<file path="src/rtl/serial_number_decoder.sv">
// Snapshots a 6-char ASCII serial number and scans it one char per cycle to derive puzzle attribute flags.
// Optional format checking on sn_error is enabled by defining SN_VALIDATE_EN.
module serial_number_decoder #(
    parameter logic [2:0] IDLE       = 3'b000,
    parameter logic [2:0] ACTIVATING = 3'b001,
    parameter logic [2:0] ACTIVATED  = 3'b010
) (
    input  logic        clk,
    input  logic        rst,
    input  logic [2:0]  current_state,
    input  logic [47:0] serial_number,
    input  logic        sn_done,
    output logic        info_valid,
    output logic        has_vowel,
    output logic [3:0]  last_digit,
    output logic        last_digit_odd,
    output logic [5:0]  digit_sum,
    output logic [2:0]  letter_count,
    output logic [2:0]  digit_count,
    output logic        sn_error
);

    typedef enum logic [1:0] {S_IDLE, S_SCAN, S_HOLD} state_t;

    state_t      state_q;
    logic [47:0] shadow_q;
    logic [2:0]  idx_q;
    logic        acc_vowel_q;
    logic [5:0]  acc_sum_q;
    logic [2:0]  acc_letters_q;
    logic [2:0]  acc_digits_q;

    logic        valid_q, vowel_q, odd_q;
    logic [3:0]  last_q;
    logic [5:0]  sum_q;
    logic [2:0]  letters_q, digits_q;

    logic [7:0]  ch;
    logic        is_digit, is_letter, is_vowel;
    logic        vowel_d;
    logic [5:0]  sum_d;
    logic [2:0]  letters_d, digits_d;
    logic        go_idle, trigger;

    assign go_idle = (current_state == IDLE);
    assign trigger = sn_done && ((current_state == ACTIVATING) || (current_state == ACTIVATED));

    always_comb begin
        ch = 8'h00;
        case (idx_q)
            3'd0:    ch = shadow_q[47:40];
            3'd1:    ch = shadow_q[39:32];
            3'd2:    ch = shadow_q[31:24];
            3'd3:    ch = shadow_q[23:16];
            3'd4:    ch = shadow_q[15:8];
            default: ch = shadow_q[7:0];
        endcase
    end

    assign is_digit  = (ch >= 8'h30) && (ch <= 8'h39);
    assign is_letter = (ch >= 8'h41) && (ch <= 8'h5A);
    assign is_vowel  = (ch == "A") || (ch == "E") || (ch == "I") || (ch == "O") || (ch == "U");

    // ASCII digits carry their value in the low nibble
    assign vowel_d   = acc_vowel_q | is_vowel;
    assign sum_d     = acc_sum_q + (is_digit ? {2'b00, ch[3:0]} : 6'd0);
    assign letters_d = acc_letters_q + {2'b00, is_letter};
    assign digits_d  = acc_digits_q + {2'b00, is_digit};

`ifdef SN_VALIDATE_EN
    logic acc_bad_q, err_q, bad_d;
    assign bad_d    = acc_bad_q | ~(is_digit | is_letter) | (ch == "O") | (ch == "Y");
    assign sn_error = err_q;
`else
    assign sn_error = 1'b0;
`endif

    always_ff @(posedge clk or negedge rst) begin
        if (!rst) begin
            state_q       <= S_IDLE;
            shadow_q      <= '0;
            idx_q         <= '0;
            acc_vowel_q   <= 1'b0;
            acc_sum_q     <= '0;
            acc_letters_q <= '0;
            acc_digits_q  <= '0;
            valid_q       <= 1'b0;
            vowel_q       <= 1'b0;
            odd_q         <= 1'b0;
            last_q        <= '0;
            sum_q         <= '0;
            letters_q     <= '0;
            digits_q      <= '0;
`ifdef SN_VALIDATE_EN
            acc_bad_q     <= 1'b0;
            err_q         <= 1'b0;
`endif
        end else begin
            case (state_q)
                S_IDLE: begin
                    if (trigger) begin
                        state_q       <= S_SCAN;
                        shadow_q      <= serial_number;
                        idx_q         <= '0;
                        acc_vowel_q   <= 1'b0;
                        acc_sum_q     <= '0;
                        acc_letters_q <= '0;
                        acc_digits_q  <= '0;
`ifdef SN_VALIDATE_EN
                        acc_bad_q     <= 1'b0;
`endif
                    end
                end
                S_SCAN: begin
                    if (go_idle) begin
                        state_q       <= S_IDLE;
                        idx_q         <= '0;
                        acc_vowel_q   <= 1'b0;
                        acc_sum_q     <= '0;
                        acc_letters_q <= '0;
                        acc_digits_q  <= '0;
`ifdef SN_VALIDATE_EN
                        acc_bad_q     <= 1'b0;
`endif
                    end else begin
                        acc_vowel_q   <= vowel_d;
                        acc_sum_q     <= sum_d;
                        acc_letters_q <= letters_d;
                        acc_digits_q  <= digits_d;
                        idx_q         <= idx_q + 3'd1;
`ifdef SN_VALIDATE_EN
                        acc_bad_q     <= bad_d;
`endif
                        // Results publish all at once so consumers never see a torn update
                        if (idx_q == 3'd5) begin
                            state_q   <= S_HOLD;
                            valid_q   <= 1'b1;
                            vowel_q   <= vowel_d;
                            sum_q     <= sum_d;
                            letters_q <= letters_d;
                            digits_q  <= digits_d;
                            last_q    <= is_digit ? ch[3:0] : 4'd0;
                            odd_q     <= is_digit & ch[0];
`ifdef SN_VALIDATE_EN
                            err_q     <= bad_d | ~is_digit | (letters_d == 3'd0);
`endif
                        end
                    end
                end
                S_HOLD: begin
                    if (go_idle) begin
                        state_q   <= S_IDLE;
                        valid_q   <= 1'b0;
                        vowel_q   <= 1'b0;
                        odd_q     <= 1'b0;
                        last_q    <= '0;
                        sum_q     <= '0;
                        letters_q <= '0;
                        digits_q  <= '0;
`ifdef SN_VALIDATE_EN
                        err_q     <= 1'b0;
`endif
                    end
                end
                default: state_q <= S_IDLE;
            endcase
        end
    end

    assign info_valid     = valid_q;
    assign has_vowel      = vowel_q;
    assign last_digit     = last_q;
    assign last_digit_odd = odd_q;
    assign digit_sum      = sum_q;
    assign letter_count   = letters_q;
    assign digit_count    = digits_q;

endmodule

</file>
<file path="config.mk">
export PLATFORM = sky130hd
export DESIGN_NAME = serial_number_decoder
export DESIGN_NICKNAME = d
export VERILOG_FILES = /design/src/rtl/serial_number_decoder.sv
export SDC_FILE = /design/constraint.sdc
export NUM_CORES = 1
export LEC_CHECK = 0
export CAP_MARGIN = 20
export CORE_MARGIN = 2
export CORE_UTILIZATION = 58
export CTS_BUF_LIST = sky130_fd_sc_hd__clkbuf_2
export DETAILED_ROUTE_END_ITERATION = 12
export MAX_ROUTING_LAYER = met4
export PLACE_DENSITY = 0.87
export RECOVER_POWER = 100
export SETUP_SLACK_MARGIN = 0.02
export SLEW_MARGIN = 15
export SYNTH_ARGS = -nofsm -noshare
export SYNTH_HDL_FRONTEND = slang
export SYNTH_SLANG_ARGS = --single-unit
</file>
<file path="constraint.sdc">
create_clock -name clk -period 11.7 [get_ports clk]
set_input_delay 2.925 -clock clk [delete_from_list [all_inputs] [get_ports clk]]
set_output_delay 2.925 -clock clk [all_outputs]
set_load 0.01 [all_outputs]
</file>
==> flow_metrics.py, run 1 <==
metrics = {
    "final_layout": {
        "nNetsFinal": 449,
        "fin_util_pct": 71.8,
        "antenna_cells": 0,
        "regMostFlops": "shadow_q",
        "fillers": 475,
        "largest_reg_flops": 48,
        "syn2layout_area_growth_pct": 20.9,
        "drive_gt1_share_pct": 18.1,
    },
    "critical_path": {
        "r2r-end": "acc_sum_q[5]$_DFFE_PN0P_",
        "cp_data_arrival_time_ps": 6170,
        "critPathTopFamily": "buffers and inverters",
        "cp_cell_sequence": "clkbuf_1 -> clkbuf_1",
        "crit_required_ps": 11880,
        "path_buf_inv": 2,
        "crit_type": "in -> async",
        "crit_path_frequent_cell": "clkbuf_1",
        "worst_setup_path_end_kind": "asynchronous set/reset pin",
        "start_kind": "primary input",
        "reg2regPathDepth": 14,
        "slowest_delay_ps": 1850,
        "rrSetupSlack_ps": 6440,
        "rr_startpoint": "idx_q[1]$_DFFE_PN0P_",
        "slowest_stage": "clkbuf_1",
        "path_max_fanout": 48,
    },
    "synth": {
        "synth_compound_area_share_pct": 13.7,
        "yosysMostFrequentCell": "dfrtp_1",
        "synth_cell_type_count": 48,
        "ys_top_cells_by_area": "dfrtp_1, mux2_2, a22o_1, ha_1, o21ai_0",
        "synthXorXnorAreaFrac_pct": 1.75,
        "synth-edff-count": 0,
        "synth-seq-area-share_pct": 52.4,
        "synth_commonest_cells": "dfrtp_1, mux2_2, a22o_1",
        "ys_seq_elements": 84,
        "synth_area_um2": 4010,
        "synth_top_family_by_area": "multiplexers",
        "synth_ff_type": "dfrtp_1",
        "syn_nets": 384,
        "synth.mux.area_fraction_pct": 16.6,
        "synthSimpleGateAreaFrac_pct": 7.27,
        "syn_avg_cell_area_um2": 12.7,
        "syn_inst": 316,
        "yosys.area.top_type": "dfrtp_1",
        "ys_async_sr_fraction_pct": 100,
        "yosysWarnings": 0,
        "synth_top_area_share_pct": 52.4,
        "synthAdderAreaFrac_pct": 4.56,
    },
    "clock_network": {
        "cts_tree": "yes",
        "cts_sinks": 84,
        "cts_setup_buffers": 0,
        "postCtsHoldBufs": 0,
        "clk_path_buf_depth": 2,
        "insertion_delay_ps": 540,
        "cts_root_buffer": "clkbuf_2",
        "cts_resized": 0,
        "path_clk_slew_ps": 220,
        "h-tree-depth": 3,
        "numCtsBuffers": 9,
    },
    "power": {
        "max-vdd-ir-drop_mv": 0.131,
        "switching_share_pct": 37.2,
        "power.density_nw_per_um2": 243,
        "switchingPower_mw": 0.438,
        "seq_power_share_pct": 40.1,
        "internal_power_mw": 0.741,
        "p_leak_nw": 2.21,
        "clkPwrFrac_pct": 15.9,
        "total_power_mw": 1.18,
        "p_comb_share_pct": 44.0,
    },
    "floorplanning": {
        "fp-row-count": 30,
        "core-area_um2": 6760,
        "io_pins": 74,
        "dieArea_um2": 7600,
        "initial_utilization_pct": 59.4,
        "die_w_um": 87.2,
        "dieHeight_um": 87.2,
    },
    "timing": {
        "fmax_ghz": 0.167,
        "fin_crit_sh_pct": 51.2,
        "relSlewSlack_pct": -65.5,
        "fin_setup_tns_ps": 0,
        "final.min_clock_period_ps": 5990,
        "setup_viol": 0,
        "hold_viol_final": 0,
        "tightest_slew_ps": 2480,
        "rsz0062_at_grt": "no",
        "slew_violations": 138,
        "finalClockSkew_ps": 16.3,
    },
    "placement": {
        "hpwl_mm": 5.74,
        "io_buffer_count": 72,
        "routabilityCongestion": 0.891,
    },
    "min_path": {
        "hp-class": "reg -> reg",
        "hold_depth": 1,
        "min_to": "info_valid$_DFFE_PN0P_",
        "hold_start": "info_valid$_DFFE_PN0P_",
    },
    "drt": {
        "drcViolationCount": 0,
        "drtAntennaViolNets": 0,
        "wirelength_mm": 8.28,
        "dr.first_iter.drc_count": 147,
        "dr.pass1.iters": 4,
        "via_per_inst": 6.00,
        "routedWlPerCell_um": 17.8,
        "vias": 2797,
    },
    "global_routing": {
        "antenna_found_initial": 0,
        "grt_overflow": 0,
        "grt_first_pass_wirelength_mm": 13.3,
        "grt_max_degree": 85,
        "grt_pass1_vias": 2704,
        "track_usage_pct": 23.6,
    },
    "flow_run": {
        "maxCapViolCount": 4,
    },
    "run_status": {
        "status": "complete, but fails checks",
        "violations": "capacitance limit, slew limit",
    },
}
## worst max path at each step
| stage | start | cells past startpoint | slack (ps) | endpoint |
|---|---|---|---|---|
| 3_5_place_dp | current_state[0] | 7 | 6200 | has_vowel$_DFFE_PN0P_ |
| 5_1_grt | rst | 2 | 4940 | acc_sum_q[0]$_DFFE_PN0P_ |
| 4_1_cts | current_state[0] | 7 | 6760 | has_vowel$_DFFE_PN0P_ |
| 6_report | rst | 2 | 5710 | acc_sum_q[0]$_DFFE_PN0P_ |
| 3_3_place_gp | current_state[1] | 6 | 6320 | digit_sum[3]$_DFFE_PN0P_ |
| 2_1_floorplan | current_state[2] | 8 | 7280 | last_digit[1]$_DFFE_PN0P_ |
## power groups by stage
stage	combinational (mW)	clock, mW	sequential (mW)
after floorplan	0.404	0	0.455
after global placement	0.501	0	0.473
after detailed placement	0.520	0	0.480
after CTS	0.526	0.189	0.472
after global routing	0.562	0.202	0.487
final	0.519	0.188	0.473
## cell families (layout without fill, tap and decap cells)
logic type / after synthesis / in the layout
flip-flops: 84 / 84
AO/OA/AOI/OAI: 72 / 72
multiplexers: 59 / 59
AND/OR/NAND/NOR: 52 / 52
buffers and inverters: 26 / 96
adder cells (fa/ha/maj): 14 / 14
XOR/XNOR: 8 / 8
other: 1 / 1
## cell type report
type                    instances  area (µm²)  area share [%]
inverters                       5        18.8           0.387
flip-flops and latches         84        2100            43.3
multi-input cells             206        1750            36.1
clock inverters                 7         105            2.17
repair buffers                 75         726            15.0
clock buffers                   9        45.0           0.929
well taps                      80         100            2.06
## stage by stage
| step | area [µm²] | hold slack (ps) | instances | setup slack (ps) |
|---|---|---|---|---|
| final | 4850 | 514 | 466 | 5710 |
| after global routing | 4850 | 539 | 466 | 4940 |
| after CTS | 4860 | 525 | 463 | 6760 |
| after detailed placement | 4710 | 475 | 447 | 6200 |
| after global placement | 4710 | 471 | 447 | 6320 |
| after floorplan | 4010 | 469 | 316 | 7280 |
## routing by layer
| layer | part of all wire (%) | track usage (%) |
|---|---|---|
| met1 | 45 | 32.5 |
| met2 | 48 | 36.6 |
| met3 | 5.6 | 5.21 |
| met4 | 0.97 | 5.03 |
| met5 | 0 | - |
## cell usage in the layout (no fill, tap or decap), types with 5 or more instances in the layout
cell | Yosys | final
o21ai_0 | 15 | 17
a32oi_1 | 5 | 5
mux2_2 | 50 | 50
nand2_1 | 18 | 18
dfrtp_1 | 84 | 84
a22oi_1 | 8 | 8
dlygate4sd3_1 | 0 | 20
clkdlybuf4s50_1 | 0 | 51
ha_1 | 13 | 13
clkbuf_2 | 0 | 9
o211ai_1 | 5 | 5
mux2i_1 | 6 | 6
xnor2_1 | 5 | 5
nor2_1 | 6 | 6
a22o_1 | 20 | 20
nand3b_1 | 7 | 7
Power figures use the tool's default switching activity.
==> inputs of run 2 (changes only) <==
- CORE_UTILIZATION: 58 -> 54
- PLACE_DENSITY: 0.87 -> 0.82
- clock period: 11.7 -> 6.1 ns (I/O delays scaled with it)
==> run 2 against run 1 <==
The flow still finishes with violations (capacitance limit, slew limit). Final cell count increased by 4.5%. Non-clock buffer count increased by 2. Sequential power increased by 96%. Utilization decreased by 3.9 points. Die area increased by 7.1%. Register-to-register slack got worse by 5200 ps. Combinational power increased by 83%. Count of clock-buffer cells in the layout unchanged. Largest power group unchanged. Final area increased by 1.0%.
==> flow_metrics.py, run 2 (synthesized netlist as in run 1, its figures left out) <==
metrics = {
    "run_status": {
        "status": "complete, but fails checks",
        "violations": "capacitance limit, slew limit",
    },
    "critical_path": {
        "path_max_fanout": 10,
        "cp_data_arrival_time_ps": 5310,
        "crit_required_ps": 6510,
        "crit_type": "reg -> reg",
        "start_kind": "register",
        "worst_setup_path_end_kind": "register",
    },
    "floorplanning": {
        "core-area_um2": 7210,
        "dieHeight_um": 90.2,
        "fp-row-count": 31,
        "io_pins": 74,
        "initial_utilization_pct": 55.6,
        "die_w_um": 90.2,
        "dieArea_um2": 8130,
    },
    "drt": {
        "vias": 2754,
        "via_per_inst": 5.66,
        "dr.first_iter.drc_count": 109,
        "drcViolationCount": 0,
        "dr.pass1.iters": 4,
        "wirelength_mm": 8.28,
        "drtAntennaViolNets": 0,
        "routedWlPerCell_um": 17.0,
    },
    "timing": {
        "whs_ps": 507,
        "slew_violations": 47,
        "fin_crit_sh_pct": 80.2,
        "fin_setup_tns_ps": 0,
        "tightest_slew_ps": 1810,
        "hold_viol_final": 0,
        "finalClockSkew_ps": 38.9,
        "setup_viol": 0,
        "final.min_clock_period_ps": 4890,
        "fmax_ghz": 0.204,
        "rsz0062_at_grt": "no",
        "relSlewSlack_pct": -20.8,
    },
    "final_layout": {
        "layoutNonFillerInstCount": 487,
        "fillers": 557,
        "layout_commonest_cell": "dfrtp_1",
        "regMostFlops": "shadow_q",
        "largest_reg_flops": 48,
        "drive_gt1_share_pct": 19.6,
        "seq_area_um2": 2100,
        "antenna_cells": 0,
        "nNetsFinal": 451,
        "multi_input_area_um2": 1750,
        "layout_common_cells": "dfrtp_1, mux2_2, clkdlybuf4s50_1",
        "syn2layout_area_growth_pct": 22.2,
    },
    "clock_network": {
        "h-tree-depth": 3,
        "insertion_delay_ps": 550,
        "cts_sinks": 84,
        "path_clk_slew_ps": 240,
        "clk_path_buf_depth": 2,
        "cts_setup_buffers": 0,
        "cts_tree": "yes",
        "numCtsBuffers": 9,
        "cts_resized": 0,
        "postCtsHoldBufs": 0,
        "cts_root_buffer": "clkbuf_2",
    },
    "power": {
        "max-vdd-ir-drop_mv": 0.200,
        "switching_share_pct": 37.4,
        "internal_power_mw": 1.39,
        "p_comb_share_pct": 42.9,
        "seq_power_share_pct": 41.9,
        "clkPwrFrac_pct": 15.2,
        "switchingPower_mw": 0.828,
        "p_leak_nw": 2.23,
        "power.density_nw_per_um2": 452,
    },
    "global_routing": {
        "antenna_found_initial": 0,
        "grt_pass1_vias": 2727,
        "track_usage_pct": 21.6,
        "grt_overflow": 0,
        "grt_max_degree": 85,
        "grt_first_pass_wirelength_mm": 13.4,
    },
    "placement": {
        "routabilityCongestion": 0.873,
        "io_buffer_count": 72,
        "dp.cells": 468,
        "hpwl_mm": 5.85,
    },
    "min_path": {
        "hp-class": "reg -> reg",
    },
    "flow_run": {
        "maxCapViolCount": 2,
    },
}
run 2: changes by cell type in the layout (fill, tap and decap cells not counted), sizes merged:
cell,previous run,this run
clkinvlp,0,2
inv,5,7
clkbuf,13,12
buf,0,3
bufinv,3,2
clkinv,4,1
dlygate4sd3,20,21
clkdlybuf4s50,51,50
run 2: layout make-up:
cell class	instances	area share, %
sequential	84	42.9
multi-input combinational	206	35.7
timing repair buffer	77	15.6
tap	99	2.53
clock inverter	7	1.99
clock buffer	9	0.920
inverter	5	0.383
run 2: power by group through the flow:
| stage | logic [mW] | clock network [mW] | registers [mW] |
|---|---|---|---|
| floorplan | 0.775 | 0 | 0.873 |
| global placement | 0.942 | 0 | 0.931 |
| detailed placement | 0.976 | 0 | 0.941 |
| CTS | 0.982 | 0.346 | 0.928 |
| global route | 1.04 | 0.369 | 0.951 |
| finish | 0.951 | 0.336 | 0.929 |
run 2: per-layer routing:
metal,GRT usage (%),routed length (µm),up-vias
met3,5.87,426,9
met2,33.4,4060,96
met4,6.03,97,0
met1,28.4,3700,1356
li1,-,-,1293
met5,-,0,-
run 2: critical path: stages, from the launching register on:
cell and delay [ps]:
dfrtp_1 480, inv_1 110, ha_1 400, nor2_4 60, o21ai_0 1180, mux2i_1 390, or4_4 600, nor3_1 320
ha_1 300, a21o_1 180, a21oi_1 220, nor2b_1 70, o21ai_0 190, xor2_1 180, o21ai_0 90
run 2: path summary, 6_finish.rpt:
path | startpoint | to | depth (start not counted) | slack (ps)
worst max-delay path | idx_q[0]$_DFFE_PN0P_ | acc_sum_q[5]$_DFFE_PN0P_ | 14 | 1210
worst min-delay path | letter_count[2]$_DFFE_PN0P_ | letter_count[2]$_DFFE_PN0P_ | 2 | 510
worst max register to register | idx_q[0]$_DFFE_PN0P_ | acc_sum_q[5]$_DFFE_PN0P_ | 14 | 1210
worst min register to register | letter_count[2]$_DFFE_PN0P_ | letter_count[2]$_DFFE_PN0P_ | 2 | 510
max in group asynchronous | rst | has_vowel$_DFFE_PN0P_ | 2 | 4010
min in group asynchronous | rst | letter_count[2]$_DFFE_PN0P_ | 1 | 1160
run 2: per-stage QoR:
step	utilization [%]	power [mW]	instance area [µm²]	worst slack, ps
after floorplan	-	1.65	4010	2270
after global placement	65.8	1.87	4750	2030
after detailed placement	65.8	1.92	4750	1890
after CTS	67.8	2.26	4890	1850
after global routing	67.9	2.36	4900	764
final	67.9	2.22	4900	1210
